$ cat src/rtl/ifu_fetch_queue.sv
// In-order instruction fetch queue between redirect/icache sources and the IDU handshake.
// Optional macro IFU_BYPASS_EN forwards a response straight to the IDU when the queue holds nothing filled.
module ifu_fetch_queue #(
   parameter int unsigned       ADDR_W   = 64,
   parameter int unsigned       MEM_AW   = 32,
   parameter int unsigned       INST_W   = 32,
   parameter int unsigned       LINE_W   = 64,
   parameter int unsigned       DEPTH    = 4,
   parameter logic [ADDR_W-1:0] RESET_PC = 64'h8000_0000
) (
   input  logic              clk_i,
   input  logic              rst_i,
   input  logic              intr_valid_i,
   input  logic [ADDR_W-1:0] intr_pc_i,
   input  logic              jump_valid_i,
   input  logic [ADDR_W-1:0] jump_pc_i,
   input  logic              halt_i,
   output logic              icache_req_o,
   output logic [MEM_AW-1:0] icache_addr_o,
   input  logic              icache_ready_i,
   input  logic              icache_rvalid_i,
   input  logic [LINE_W-1:0] icache_rdata_i,
   output logic              out_valid_o,
   input  logic              out_ready_i,
   output logic [INST_W-1:0] out_inst_o,
   output logic [ADDR_W-1:0] out_pc_o
);

   localparam int unsigned PTR_W = (DEPTH > 1) ? $clog2(DEPTH) : 1;
   localparam int unsigned CNT_W = $clog2(DEPTH + 1);
   localparam int unsigned SUM_W = CNT_W + 1;

   logic [ADDR_W-1:0] fetch_pc_q, fetch_pc_d;
   logic [ADDR_W-1:0] pc_q   [DEPTH];
   logic [INST_W-1:0] inst_q [DEPTH];
   logic [DEPTH-1:0]  filled_q, filled_d;
   logic [PTR_W-1:0]  head_q, head_d, tail_q, tail_d, fill_q, fill_d;
   logic [CNT_W-1:0]  cnt_q, cnt_d, unf_q, unf_d, drop_q, drop_d;
   logic              halted_q, halted_d;

   logic              redir, accept, fill_en, fill_store, pop, byp_pop, q_valid;
   logic [ADDR_W-1:0] tgt, issue_pc;
   logic [PTR_W-1:0]  alloc_idx;
   logic [INST_W-1:0] resp_inst;

   // Request, response, output and pointer bookkeeping
   always_comb begin
      redir      = intr_valid_i | jump_valid_i;
      tgt        = (intr_valid_i ? intr_pc_i : jump_pc_i) & ~ADDR_W'(3);
      issue_pc   = redir ? tgt : fetch_pc_q;
      icache_addr_o = MEM_AW'(issue_pc);
      icache_req_o  = !rst_i & !halted_q & !halt_i & (cnt_q < CNT_W'(DEPTH))
                      & ((SUM_W'(unf_q) + SUM_W'(drop_q)) < SUM_W'(DEPTH));
      accept     = icache_req_o & icache_ready_i;
      alloc_idx  = redir ? '0 : tail_q;
      fill_en    = icache_rvalid_i & (drop_q == '0) & !redir;
      resp_inst  = pc_q[fill_q][2] ? icache_rdata_i[2*INST_W-1:INST_W]
                                   : icache_rdata_i[INST_W-1:0];
      q_valid    = filled_q[head_q] & !redir & !halted_q;
      out_pc_o   = pc_q[head_q];
`ifdef IFU_BYPASS_EN
      if (fill_en & !filled_q[head_q] & (cnt_q != '0) & (fill_q == head_q)
          & !redir & !halted_q) begin
         out_valid_o = 1'b1;
         out_inst_o  = resp_inst;
         byp_pop     = out_ready_i;
      end else begin
         out_valid_o = q_valid;
         out_inst_o  = inst_q[head_q];
         byp_pop     = 1'b0;
      end
`else
      out_valid_o = q_valid;
      out_inst_o  = inst_q[head_q];
      byp_pop     = 1'b0;
`endif
      pop        = out_valid_o & out_ready_i;
      fill_store = fill_en & !byp_pop;

      halted_d   = halted_q | halt_i;
      fetch_pc_d = accept ? issue_pc + ADDR_W'(4) : (redir ? tgt : fetch_pc_q);
      filled_d   = filled_q;
      if (redir) begin
         // Flush: every unfilled slot becomes a response to discard.
         cnt_d    = CNT_W'(accept);
         unf_d    = CNT_W'(accept);
         drop_d   = CNT_W'(SUM_W'(drop_q) + SUM_W'(unf_q) - SUM_W'(icache_rvalid_i));
         head_d   = '0;
         fill_d   = '0;
         tail_d   = PTR_W'(accept);
         filled_d = '0;
      end else begin
         cnt_d  = cnt_q + CNT_W'(accept) - CNT_W'(pop);
         unf_d  = unf_q + CNT_W'(accept) - CNT_W'(fill_en);
         drop_d = (icache_rvalid_i && drop_q != '0) ? drop_q - CNT_W'(1) : drop_q;
         head_d = head_q + PTR_W'(pop);
         tail_d = tail_q + PTR_W'(accept);
         fill_d = fill_q + PTR_W'(fill_en);
         if (pop && !byp_pop) filled_d[head_q] = 1'b0;
         if (fill_store)      filled_d[fill_q] = 1'b1;
      end
   end

   always_ff @(posedge clk_i or posedge rst_i) begin
      if (rst_i) begin
         fetch_pc_q <= RESET_PC;
         filled_q   <= '0;
         head_q     <= '0;
         tail_q     <= '0;
         fill_q     <= '0;
         cnt_q      <= '0;
         unf_q      <= '0;
         drop_q     <= '0;
         halted_q   <= 1'b0;
         for (int i = 0; i < DEPTH; i++) begin
            pc_q[i]   <= '0;
            inst_q[i] <= '0;
         end
      end else begin
         fetch_pc_q <= fetch_pc_d;
         filled_q   <= filled_d;
         head_q     <= head_d;
         tail_q     <= tail_d;
         fill_q     <= fill_d;
         cnt_q      <= cnt_d;
         unf_q      <= unf_d;
         drop_q     <= drop_d;
         halted_q   <= halted_d;
         if (accept)     pc_q[alloc_idx] <= issue_pc;
         if (fill_store) inst_q[fill_q]  <= resp_inst;
      end
   end

endmodule

$ cat config.mk
export PLATFORM = sky130hd
export DESIGN_NAME = ifu_fetch_queue
export DESIGN_NICKNAME = d
export VERILOG_FILES = /design/src/rtl/ifu_fetch_queue.sv
export SDC_FILE = /design/constraint.sdc
export NUM_CORES = 1
export LEC_CHECK = 0
export ABC_AREA = 1
export BUFFER_PORTS_ARGS = -buffer_cell sky130_fd_sc_hd__buf_2
export CORE_MARGIN = 1.5
export CORE_UTILIZATION = 40
export CTS_CLUSTER_DIAMETER = 200
export CTS_CLUSTER_SIZE = 30
export DETAILED_ROUTE_END_ITERATION = 10
export PLACE_DENSITY_LB_ADDON = 0.15
export SYNTH_ARGS = -nofsm -noshare
export SYNTH_HDL_FRONTEND = slang
export SYNTH_SLANG_ARGS = --single-unit
$ cat constraint.sdc
create_clock -name clk_i -period 16.4 [get_ports clk_i]
set_input_delay 1.64 -clock clk_i [delete_from_list [all_inputs] [get_ports clk_i]]
set_output_delay 1.64 -clock clk_i [all_outputs]
set_load 0.01 [all_outputs]
==> impl_metrics.py <==
metrics = {
    "grt": {
        "grt_max_degree": 176,
        "antenna_found_initial": 1,
        "grt_pass1_vias": 19338,
        "grt_first_pass_wirelength_microns": 111000,
        "track_usage_pct": 23.5,
        "grt_overflow": 0,
    },
    "critical_path": {
        "setup.worst_path.class": "primary input to output pin",
        "end_kind": "output pin",
        "crit_required_ns": 14.76,
        "reg2reg_slack_ns": 12.33,
        "worstPathArrival_ns": 4.68,
        "critPathLaunchType": "primary input",
        "reg2reg_from": "head_q[0]",
        "crit_fanout": 68,
        "cp-startpoint": "intr_valid_i",
    },
    "timing": {
        "final_hold_viol_count": 0,
        "timing.fmax_mhz": 158,
        "finalClockSkew_ns": 0.0480,
        "whs_ns": 0.496,
        "grt_setup_unrepaired": "no",
        "fin_crit_ns": 6.32,
        "tns_ns": 0,
        "relSlewSlack_pct": 24.9,
        "slew_violations": 0,
        "setup_viol": 0,
        "fin_crit_sh_pct": 38.5,
        "tightest_slew_ns": 1.13,
    },
    "layout": {
        "multi_input_area_sq_mm": 0.0103,
        "seqCellArea_sq_mm": 0.0117,
        "fillers": 5880,
        "layout_commonest_cell": "nand2_1",
        "final_cell_mix": "nand2_1, dfrtp_1, o21ai_0",
        "final_area_sq_mm": 0.0259,
        "fin_nets": 3348,
        "drive_gt1_share_pct": 13.9,
        "area_growth_pct": 10.1,
    },
    "clocking": {
        "clockBufferDepth": 3,
        "postCtsSetupBuffers": 0,
        "cts_tree": "built",
        "clock_latency_ns": 0.59,
        "cts_resized": 0,
        "cts.clk_slew.worst_paths_ns": 0.11,
        "cts_buffers": 19,
        "cts_sinks": 468,
        "cts_root_buf": "clkbuf_16",
        "cts_hold_buf": 0,
        "htreeDepth": 1,
    },
    "synth": {
        "synthArstFlopShare_pct": 100,
        "synth-simple-area-share_pct": 24.8,
        "synth_compound_area_share_pct": 14.5,
        "syn_inst": 2966,
        "synthAdderAreaFrac_pct": 1.05,
        "muxShareOfSynthArea_pct": 1.36,
        "synth_top_family_by_area": "simple AND/OR/NAND/NOR gates",
        "ys_ff_latch": 468,
        "ys_warn_count": 0,
        "syn-cell-area_sq_mm": 0.0235,
        "synthFlopType": "dfrtp_1",
        "syn_avg_cell_area_sq_um": 7.92,
        "synth-xor-area-share_pct": 1.68,
        "synth-edff-count": 0,
        "ys_types": 39,
        "ys_seq_area_share_pct": 49.9,
        "syn_nets": 3184,
    },
    "routing": {
        "vias": 20566,
        "ant_nets": 0,
        "drc": 0,
        "vias_per_cell": 5.27,
        "wirelength_microns": 71700,
        "drtPass1Iterations": 6,
        "drt_first_iter_violations": 1841,
        "routedWlPerCell_microns": 18.4,
    },
    "floorplan": {
        "fp-row-count": 88,
        "initial_core_util_pct": 40.6,
        "dieArea_sq_mm": 0.0602,
        "die_y_microns": 245,
        "core_sq_mm": 0.0579,
        "pin_count": 330,
        "dieWidth_microns": 245,
    },
    "place": {
        "io_buffers": 325,
        "dpl_cell_area_sq_mm": 0.0254,
        "gp_congestion": 0.907,
        "dp_hpwl_microns": 47400,
    },
    "status": {
        "status": "finished clean",
    },
    "pwr": {
        "pwr_density_cell_mw_per_mm2": 87.6,
        "cellLeakagePower_nw": 12.9,
        "peakVddDrop_uv": 56.2,
    },
    "worst_hold_path": {
        "hp-class": "flop to flop",
        "min_from": "inst_q[63]",
    },
    "run": {
        "drv_cap": 0,
    },
}
[kinds of logic after synthesis]
| group | count (synthesis) |
|---|---|
| AND/OR/NAND/NOR | 1451 |
| buffers and inverters | 362 |
| AO/OA/AOI/OAI | 590 |
| adder cells (fa/ha/maj) | 18 |
| multiplexers | 32 |
| flip-flops | 468 |
| XOR/XNOR | 45 |
[power by group]
part           switching (W)  leakage, nW  internal, W
Clock               0.000369        0.251     0.000219
Sequential         0.0000356         6.36      0.00122
Combinational       0.000272         6.25     0.000153
[path summary, 6_finish.rpt]
| kind | to | cells after the start |
|---|---|---|
| max reg2reg | cnt_q[2] | 15 |
| min reg2reg | inst_q[63] | 2 |
| min | inst_q[63] | 2 |
| min in group asynchronous | halted_q | 2 |
| max | icache_addr_o[20] | 9 |
| max in group asynchronous | pc_q[176] | 4 |
[metal layers]
metal,GRT usage (%),up-vias,routed length (microns)
met4,5.74,0,1690
li1,-,9930,-
met1,33.2,9949,32300
met3,2.13,77,3790
met5,0,-,0
met2,38.8,610,33900
[area by class of cell]
class	instances	share of cell area [%]
Clock buffer	24	1.91
Inverter	159	2.39
Sequential cell	468	45.3
Antenna cell	1	0.00967
Tap cell	765	3.70
Multi-Input combinational cell	2136	39.7
Clock inverter	2	0.0967
Timing Repair Buffer	346	6.94
[flip-flops by register name, summed over array words and instances (netlist names)]
name	cells
cnt_q	3
drop_q	3
fetch_pc_q	64
fill_q	2
filled_q	4
halted_q	1
head_q	2
inst_q	128
pc_q	256
tail_q	2
unf_q	3
[synth_stat cells, types with 2 or more instances]
library cell / number / share of area [%]
mux2i_1: 32 / 1.4
nand4_1: 24 / 0.64
buf_6: 5 / 0.24
nor2_1: 172 / 2.7
a21oi_1: 11 / 0.23
or2_2: 2 / 0.053
o211ai_1: 2 / 0.064
a22oi_1: 174 / 5.6
ha_1: 15 / 0.80
nor2_2: 17 / 0.45
nor3_2: 4 / 0.17
nand2_2: 13 / 0.35
buf_4: 39 / 1.2
inv_1: 147 / 2.3
xnor2_1: 6 / 0.22
nor3_1: 8 / 0.17
nand2_1: 1081 / 17
buf_1: 8 / 0.13
fa_1: 3 / 0.26
buf_2: 30 / 0.64
nand3_1: 122 / 2.6
dfrtp_1: 467 / 50
inv_2: 10 / 0.16
clkbuf_1: 121 / 1.9
xor2_1: 39 / 1.5
o21ai_0: 401 / 8.5
[metrics by stage]
stage	setup WS [ns]	util [%]	std cells	total power [W]
floorplan	1.71	-	2966	0.00155
finish	10.08	44.7	3901	0.00227
CTS	10.06	44.7	3900	0.00229
global placement	10.10	43.8	3874	0.00169
detailed placement	10.05	43.8	3874	0.00170
global route	9.81	44.7	3900	0.00239
[worst max-delay path, stage by stage]
cell and delay [ns]:
buf_2 0.32, inv_8 0.44, nand2_8 0.37, inv_4 0.47, buf_4 0.59, nand2_1 0.11, nand2_1 0.29, inv_1 0.13
buf_2 0.17
Power figures use the tool's default switching activity.
